$ cat src/rtl/mem_port_arbiter_if.sv
// Bundles the fetch, load/store and memory-side buses of the shared memory port.
// slave is the arbiter's view; master is the requesters-plus-memory view.
interface mem_port_arbiter_if #(
    parameter int AW = 32,
    parameter int DW = 32
);
    logic              i_req;
    logic [AW-1:0]     i_addr;
    logic              i_ack;
    logic [DW-1:0]     i_rdata;

    logic              d_req;
    logic              d_we;
    logic [DW/8-1:0]   d_be;
    logic [AW-1:0]     d_addr;
    logic [DW-1:0]     d_wdata;
    logic              d_ack;
    logic [DW-1:0]     d_rdata;

    logic              mem_en;
    logic              mem_we;
    logic [DW/8-1:0]   mem_be;
    logic [AW-1:0]     mem_addr;
    logic [DW-1:0]     mem_wdata;
    logic [DW-1:0]     mem_rdata;

    logic              busy;

    modport slave (
        input  i_req, i_addr,
        output i_ack, i_rdata,
        input  d_req, d_we, d_be, d_addr, d_wdata,
        output d_ack, d_rdata,
        output mem_en, mem_we, mem_be, mem_addr, mem_wdata,
        input  mem_rdata,
        output busy
    );

    modport master (
        output i_req, i_addr,
        input  i_ack, i_rdata,
        output d_req, d_we, d_be, d_addr, d_wdata,
        input  d_ack, d_rdata,
        input  mem_en, mem_we, mem_be, mem_addr, mem_wdata,
        output mem_rdata,
        input  busy
    );
endinterface

$ cat src/rtl/mem_port_arbiter.sv
// Purpose: shares one fixed-latency single-port memory between fetch and load/store requesters.
// Latency: request sampled in IDLE at cycle 0 -> mem_en at cycle 1 -> ack at cycle 2+MEM_LAT.
// Backpressure: level requests are held by the requester until its one-cycle ack; no queueing.
module mem_port_arbiter #(
    parameter int AW         = 32,
    parameter int DW         = 32,
    parameter int MEM_LAT    = 1,
    parameter int STARVE_MAX = 4
) (
    input  logic              clk,
    input  logic              rst,
    mem_port_arbiter_if.slave bus
);
    localparam int BW = DW / 8;
    localparam int WW = (MEM_LAT > 1) ? $clog2(MEM_LAT) : 1;
    localparam int SW = $clog2(STARVE_MAX + 1);

    typedef enum logic [1:0] {IDLE, ISSUE, WAIT, RESP} state_t;

    typedef struct packed {
        logic          we;
        logic [BW-1:0] be;
        logic [AW-1:0] addr;
        logic [DW-1:0] wdata;
    } mem_cmd_t;

    state_t         state, state_nxt;
    mem_cmd_t       cmd;
    logic           owner_i;
    logic           grant_i, grant_d;
    logic [WW-1:0]  wait_cnt;
    logic [SW-1:0]  starve_cnt;
    logic [DW-1:0]  i_rdata_q, d_rdata_q;

    always_ff @(posedge clk or negedge rst) begin
        if (!rst) state <= IDLE;
        else      state <= state_nxt;
    end

    always_comb begin
        state_nxt = state;
        grant_i   = 1'b0;
        grant_d   = 1'b0;
        case (state)
            IDLE: begin
                if (bus.i_req || bus.d_req) begin
                    state_nxt = ISSUE;
                    // Data is preferred unless fetch has been passed over STARVE_MAX times.
                    if (bus.i_req && (!bus.d_req || starve_cnt == SW'(STARVE_MAX)))
                        grant_i = 1'b1;
                    else
                        grant_d = 1'b1;
                end
            end
            ISSUE:   state_nxt = WAIT;
            WAIT:    if (wait_cnt == '0) state_nxt = RESP;
            RESP:    state_nxt = IDLE;
            default: state_nxt = IDLE;
        endcase
    end

    always_ff @(posedge clk or negedge rst) begin
        if (!rst) begin
            cmd        <= '0;
            owner_i    <= 1'b0;
            wait_cnt   <= '0;
            starve_cnt <= '0;
            i_rdata_q  <= '0;
            d_rdata_q  <= '0;
        end else begin
            case (state)
                IDLE: begin
                    if (grant_i) begin
                        owner_i  <= 1'b1;
                        cmd.we   <= 1'b0;
                        cmd.be   <= '1;
                        cmd.addr <= bus.i_addr;
                    end else if (grant_d) begin
                        owner_i   <= 1'b0;
                        cmd.we    <= bus.d_we;
                        cmd.be    <= bus.d_be;
                        cmd.addr  <= bus.d_addr;
                        cmd.wdata <= bus.d_wdata;
                    end
                    if (grant_i || !bus.i_req)
                        starve_cnt <= '0;
                    else if (grant_d && starve_cnt != SW'(STARVE_MAX))
                        starve_cnt <= starve_cnt + 1'b1;
                end
                ISSUE: wait_cnt <= WW'(MEM_LAT - 1);
                WAIT: begin
                    if (wait_cnt != '0) begin
                        wait_cnt <= wait_cnt - 1'b1;
                    end else if (!cmd.we) begin
                        // Last WAIT cycle is exactly when the memory presents read data.
                        if (owner_i) i_rdata_q <= bus.mem_rdata;
                        else         d_rdata_q <= bus.mem_rdata;
                    end
                end
                default: ;
            endcase
        end
    end

    assign bus.mem_en    = (state == ISSUE);
    assign bus.mem_we    = cmd.we;
    assign bus.mem_be    = cmd.be;
    assign bus.mem_addr  = cmd.addr;
    assign bus.mem_wdata = cmd.wdata;
    assign bus.i_ack     = (state == RESP) &&  owner_i;
    assign bus.d_ack     = (state == RESP) && !owner_i;
    assign bus.i_rdata   = i_rdata_q;
    assign bus.d_rdata   = d_rdata_q;
    assign bus.busy      = (state != IDLE);
endmodule

$ cat src/flat_wrapper.sv
// flat-port wrapper written by rule: the top's interface ports become plain ports
module mem_port_arbiter_flat 
#(
    parameter int AW         = 32,
    parameter int DW         = 32,
    parameter int MEM_LAT    = 1,
    parameter int STARVE_MAX = 4
)
  (clk, rst, bus_i_req, bus_i_addr, bus_i_ack, bus_i_rdata, bus_d_req, bus_d_we, bus_d_be, bus_d_addr, bus_d_wdata, bus_d_ack, bus_d_rdata, bus_mem_en, bus_mem_we, bus_mem_be, bus_mem_addr, bus_mem_wdata, bus_mem_rdata, bus_busy);
  mem_port_arbiter_if #(.AW(AW), .DW(DW)) bus_i ();
  input  logic clk;
  input  logic rst;
  input wire logic [$bits(bus_i.i_req)-1:0] bus_i_req;
  input wire logic [$bits(bus_i.i_addr)-1:0] bus_i_addr;
  output wire logic [$bits(bus_i.i_ack)-1:0] bus_i_ack;
  output wire logic [$bits(bus_i.i_rdata)-1:0] bus_i_rdata;
  input wire logic [$bits(bus_i.d_req)-1:0] bus_d_req;
  input wire logic [$bits(bus_i.d_we)-1:0] bus_d_we;
  input wire logic [$bits(bus_i.d_be)-1:0] bus_d_be;
  input wire logic [$bits(bus_i.d_addr)-1:0] bus_d_addr;
  input wire logic [$bits(bus_i.d_wdata)-1:0] bus_d_wdata;
  output wire logic [$bits(bus_i.d_ack)-1:0] bus_d_ack;
  output wire logic [$bits(bus_i.d_rdata)-1:0] bus_d_rdata;
  output wire logic [$bits(bus_i.mem_en)-1:0] bus_mem_en;
  output wire logic [$bits(bus_i.mem_we)-1:0] bus_mem_we;
  output wire logic [$bits(bus_i.mem_be)-1:0] bus_mem_be;
  output wire logic [$bits(bus_i.mem_addr)-1:0] bus_mem_addr;
  output wire logic [$bits(bus_i.mem_wdata)-1:0] bus_mem_wdata;
  input wire logic [$bits(bus_i.mem_rdata)-1:0] bus_mem_rdata;
  output wire logic [$bits(bus_i.busy)-1:0] bus_busy;
  assign bus_i.i_req = bus_i_req;
  assign bus_i.i_addr = bus_i_addr;
  assign bus_i_ack = bus_i.i_ack;
  assign bus_i_rdata = bus_i.i_rdata;
  assign bus_i.d_req = bus_d_req;
  assign bus_i.d_we = bus_d_we;
  assign bus_i.d_be = bus_d_be;
  assign bus_i.d_addr = bus_d_addr;
  assign bus_i.d_wdata = bus_d_wdata;
  assign bus_d_ack = bus_i.d_ack;
  assign bus_d_rdata = bus_i.d_rdata;
  assign bus_mem_en = bus_i.mem_en;
  assign bus_mem_we = bus_i.mem_we;
  assign bus_mem_be = bus_i.mem_be;
  assign bus_mem_addr = bus_i.mem_addr;
  assign bus_mem_wdata = bus_i.mem_wdata;
  assign bus_i.mem_rdata = bus_mem_rdata;
  assign bus_busy = bus_i.busy;
  mem_port_arbiter #(.AW(AW), .DW(DW), .MEM_LAT(MEM_LAT), .STARVE_MAX(STARVE_MAX)) u_core (.clk(clk), .rst(rst), .bus(bus_i));
endmodule
$ cat config.mk
export PLATFORM = sky130hd
export DESIGN_NAME = mem_port_arbiter_flat
export DESIGN_NICKNAME = d
export VERILOG_FILES = /design/src/rtl/mem_port_arbiter_if.sv /design/src/rtl/mem_port_arbiter.sv /design/src/flat_wrapper.sv
export SDC_FILE = /design/constraint.sdc
export NUM_CORES = 1
export LEC_CHECK = 0
export ABC_AREA = 1
export CORE_MARGIN = 2
export CORE_UTILIZATION = 42
export CTS_CLUSTER_SIZE = 40
export DETAILED_ROUTE_END_ITERATION = 7
export GPL_ROUTABILITY_DRIVEN = 0
export PLACE_DENSITY_LB_ADDON = 0.2
export SETUP_SLACK_MARGIN = 0.05
export SLEW_MARGIN = 40
export SYNTH_ARGS = -nofsm -noshare
export SYNTH_HDL_FRONTEND = slang
export SYNTH_SLANG_ARGS = --single-unit
$ cat constraint.sdc
create_clock -name clk -period 2.4 [get_ports clk]
set_input_delay 0.48 -clock clk [delete_from_list [all_inputs] [get_ports clk]]
set_output_delay 0.48 -clock clk [all_outputs]
set_load 0.005 [all_outputs]
# After elaboration in Yosys (flattened, before gate mapping)
# Index checks and enable logic that the tools add are counted.
totals:
  ff_bits: 140
  latch_bits: 0
  ram_bits: 0
  rom_bits: 0
  inputBits: 137
  output_inout_bits: 137
  elab_cells: 61
  n_memories: 0
op_classes:
  addsub: 2
  mul: 0
  div_mod_pow: 0
  magnitude_cmp: 0
  eq_ne: 7
  shift: 0
  n_mux: 17
  n_bitwise: 4
  n_reduce_logical: 21
op_table:
  columns: ["op", "n"]
  rows:
  - ["2-to-1 mux 69 bit", 1]
  - ["2-to-1 mux 37 bit", 1]
  - ["2-to-1 mux 1 bit", 9]
  - ["case mux 2 bit (4 select lines)", 1]
  - ["AND reduction 4 bit", 2]
  - ["nonzero test 2 bit", 4]
  - ["2-to-1 mux 3 bit", 2]
  - ["AND reduction 2 bit", 3]
  - ["equality test 2 bit (second input constant)", 2]
  - ["logical AND 1 bit", 4]
  - ["2-to-1 mux 2 bit", 2]
  - ["NOT 1 bit", 4]
  - ["adder 3 x 1 -> 3 bit (second input constant)", 1]
  - ["equality test 3 bit (second input constant)", 1]
  - ["zero test 1 bit", 3]
  - ["logical OR 1 bit", 3]
  - ["inequality test 3 bit (second input constant)", 1]
  - ["AND reduction 3 bit", 1]
  - ["equality test 2 x 1 -> 1 bit (second input constant)", 1]
  - ["zero test 2 bit", 1]
  - ["inequality test 2 x 1 -> 1 bit (second input constant)", 1]
  - ["inequality test 2 bit (second input constant)", 1]
  - ["case mux 1 bit (2 select lines)", 1]
  - ["subtractor 1 bit (second input constant)", 1]

# Longest topological paths before layout
logic_depth:
  depth_word: 9
  depth_mapped: 9

# Least setup slack after synthesis
# OpenSTA, ideal clock, no wires.
synth_path:
  kind: "reg2reg"
  startpoint: "reg u_core.state[0]"
  endpoint: "reg u_core.cmd, in the netlist u_core.bus.mem_addr[10]"
  setup_ps: 125
  t_arrival_ps: 1465
  path_slack_ps: 810
  path_stages_with_launch: 10
  period_less_slack_ps: 1590
  cell_sequence: "dfrtp_1 > inv_1 > ha_1 > buf_2 > inv_2 > a21oi_4 > inv_2 > clkbuf_1 > nand2_1 > nand3_1"
synth_via:
  elab_chain_cells: 4
synth_rtl:
  columns: ["element", "line_no", "rtl"]
  rows:
  - ["from (decl)", "mem_port_arbiter.sv:27", "state_t state, state_nxt;"]
  - ["from (signal assigned)", "mem_port_arbiter.sv:37", "else state <= state_nxt;"]
  - ["zero test 2 bit (*)", "mem_port_arbiter.sv:44, mem_port_arbiter.sv:71", null]
  - ["2-to-1 mux 1 bit", "mem_port_arbiter.sv:44", "case (state)"]
  - ["nonzero test 2 bit (no line)", null, null]
  - ["AND reduction 2 bit (no line)", null, null]
  - ["to (decl)", "mem_port_arbiter.sv:28", "mem_cmd_t cmd;"]
# Mark *: on every way between the ends. The rest lies on a longest branch, timed or not.
# A chain may end at the register's enable or synchronous reset.

# Worst setup path in the final report
layout_path:
  startpoint: "reg u_core.state[0]"
  endpoint: "out bus_busy"
layout_via:
  elab_chain_cells: 1
layout_rtl:
  columns: ["element", "line_no", "rtl"]
  rows:
  - ["nonzero test 2 bit", "mem_port_arbiter.sv:114", "assign bus.busy = (state != IDLE);"]
  - ["to (decl)", "flat_wrapper.sv:30", "output wire logic [$bits(bus_i.busy)-1:0] bus_busy;"]
# No other way between the ends.

==> results.py <==
metrics = {
    "yosys": {
        "ys_ff_latch": 139,
        "synthTopCellsByArea": "dfrtp_1, nand2_1, nand3_1",
        "synth-main-ff-cell": "dfrtp_1",
        "synth.most_common_cell": "nand2_1",
        "synthCells": 632,
        "synth-async-reset-ratio_pct": 100.0,
        "ys_seq_area_share_pct": 60.69,
        "synth_fp_nets": 776,
        "synth_edf_count": 0,
        "synth.top_cell.area_share_pct": 60.69,
        "synth.avg_cell_area_sq_um": 9.069,
        "synth_area_sq_mm": 0.005732,
        "synth.largest_area_cell": "dfrtp_1",
        "ys_warn_count": 0,
        "ys_top_cells_by_count": "nand2_1, dfrtp_1, nand3_1, o21ai_0, inv_1",
        "yosysUniqueCellTypes": 16,
    },
    "placed_design": {
        "dp.final_hpwl_mm": 11.98,
        "post-place-cells": 1051,
        "port_buffers": 273,
        "dpl-instance-area_sq_mm": 0.008653,
    },
    "timing": {
        "fmax_mhz": 447.9,
        "drv_slew": 0,
        "relSlewSlack_pct": 58.99,
        "finalClockSkew_ns": 0.004263,
        "layout_min_cycle_time_ns": 2.232,
        "rsz0062_at_grt": "no",
        "finalHoldViolations": 0,
        "finalSetupTns_ns": 0,
        "finalCritPeriodShare_pct": 93.02,
        "tightest_slew_ns": 0.6143,
        "setup_violations": 0,
    },
    "critical_path": {
        "r2r_end": "u_core.bus.mem_wdata[12]",
        "rrSetupSlack_ns": 0.65,
        "worstPathMaxFanout": 4,
        "reg2reg_depth": 9,
        "critPathLaunchType": "register",
        "r2r_start": "u_core.starve_cnt[0]",
        "critPathKind": "register to output pin",
        "arrival_ns": 1.75,
        "required_ns": 1.92,
        "cp-end-kind": "output pin",
    },
    "die": {
        "dieArea_sq_mm": 0.01460,
        "top_level_ports": 274,
        "dieWidth_microns": 120.8,
        "die_h_microns": 120.8,
        "fp.coreArea_sq_mm": 0.01330,
        "start_util_pct": 43.11,
        "rows": 42,
    },
    "detailed_routing": {
        "wl_per_cell_microns": 15.73,
        "drc": 0,
        "drtAntennaViolNets": 0,
        "num_vias": 5520,
        "wirelength_mm": 17.04,
        "firstDrtPassIters": 4,
        "drt_iter0_markers": 466,
        "via_per_inst": 5.097,
    },
    "clock_tree": {
        "worstSkewPairLatency_ns": 0.41,
        "cts_root_buf": "clkbuf_16",
        "clk_pin_slew_ns": 0.06,
        "hold_buffers": 0,
        "cts_htree_levels": 4,
        "cts_tree": "yes",
        "clkSinkCount": 139,
        "ctsResizeCount": 0,
        "clock_path_buffers": 2,
        "cts_setup_buffers": 0,
        "cts_buffers": 17,
    },
    "grt": {
        "grt_usage_pct": 23.93,
        "busiest_layer": "met2",
        "grt_use_met2_pct": 38.80,
        "grt_start_max_net_pins": 65,
        "grt_pass1_vias": 5561,
        "grt_pass1_wl_mm": 27.54,
        "met1_usage_pct": 29.16,
        "grt.overflow.total": 0,
        "antenna_found_initial": 0,
        "grt_util_met3_pct": 6.557,
    },
    "layout": {
        "multi_input_area_sq_mm": 0.001906,
        "drive_gt1_share_pct": 5.733,
        "num_antenna_cells": 0,
        "final_core_util_pct": 70.32,
        "nNetsFinal": 1038,
        "n_fill_cell": 990,
        "area_delta_synth_final_pct": 63.11,
        "register_area_sq_mm": 0.003478,
        "fin_area_sq_mm": 0.009349,
        "layout.cells.non_filler": 1083,
    },
    "power_and_ir_drop": {
        "design_power_total_mw": 12.26,
        "power_density_mw_per_mm2": 1311,
        "p_leak_nw": 4.354,
        "ir_drop_mv": 0.8294,
    },
    "worst_hold_path": {
        "min_path_type": "primary input to asynchronous set/reset pin",
    },
    "job": {
        "cap_viol_max_count": 0,
    },
    "outcome": {
        "status": "completed",
    },
}
cells by family after synthesis:
logic type	share of synthesized area, %
and+or+nand+nor	24.95
DFF	60.69
buffers and inverters	6.287
AOI/OAI and AO/OA	6.396
adders and majority gates	1.528
xor gates and xnor gates	0.1528
how the worst max path moves through the flow:
stage,startpoint,endpoint,slack [ns],cells past startpoint
floorplan,u_core.state[0],u_core.bus.mem_addr[10],0.81,9
global placement,bus_i_req,u_core.bus.mem_be[3],0.31,7
detailed placement,bus_i_req,u_core.bus.mem_wdata[12],0.26,6
CTS,u_core.state[0],bus_busy,0.12,4
global route,u_core.state[0],bus_busy,0.06,4
finish,u_core.state[0],bus_busy,0.17,4
power by group:
part | internal [mW] | leakage [nW] | total, mW | switching (mW)
Clock | 2.06 | 0.323 | 3.07 | 1.01
Combinational | 2.80 | 2.33 | 5.03 | 2.23
Sequential | 3.51 | 1.71 | 4.16 | 0.649
cells in the final DEF, fill, tap and decap left out, types with 4 or more instances in the layout:
master             n
clkinvlp_4         4
o21ai_0           69
clkbuf_16         17
nand3_1          105
ha_1               7
clkdlybuf4s50_1  272
nand2_1          178
nor2_1             4
inv_1             45
bufinv_16          7
buf_4             10
dfrtp_1          139
nand4_1           32
cell type report:
class	count	share of cell area (%)
flip-flops and latches	139	37.21
multi-input cells	402	20.38
clock inverters	14	2.851
inverters	48	1.927
clock buffers	18	4.590
repair buffers	286	30.69
well taps	176	2.355
through the flow:
| step | worst slack (ns) | hold WS (ns) |
|---|---|---|
| 4_1_cts | 0.1245 | 0.03918 |
| 3_5_place_dp | 0.2650 | 0.4587 |
| 6_report | 0.1676 | 0.03598 |
| 2_1_floorplan | 0.8102 | 0.1844 |
| 3_3_place_gp | 0.3125 | 0.4523 |
| 5_1_grt | 0.06279 | 0.06856 |
flip-flops by register name, summed over array words and instances, names as in the netlist:
name	count
u_core.bus.i_rdata	32
u_core.owner_i	1
u_core.bus.d_rdata	32
u_core.bus.mem_we	1
u_core.state	2
u_core.bus.mem_be	4
u_core.bus.mem_addr	32
u_core.bus.mem_wdata	32
u_core.starve_cnt	3
layer usage:
metal | wire [microns] | part of all wire, % | vias up
li1 | - | - | 2604
met1 | 6704 | 39 | 2625
met2 | 8339 | 49 | 243
met3 | 1292 | 7.6 | 48
met4 | 703 | 4.1 | 0
met5 | 0 | 0 | -
worst max-delay path: stages (launching register included):
cell and delay (ns):
dfrtp_1 0.37, inv_1 0.10, ha_1 0.24, inv_2 0.09, clkdlybuf4s50_1 0.54
(Power assumes the default switching activity.)
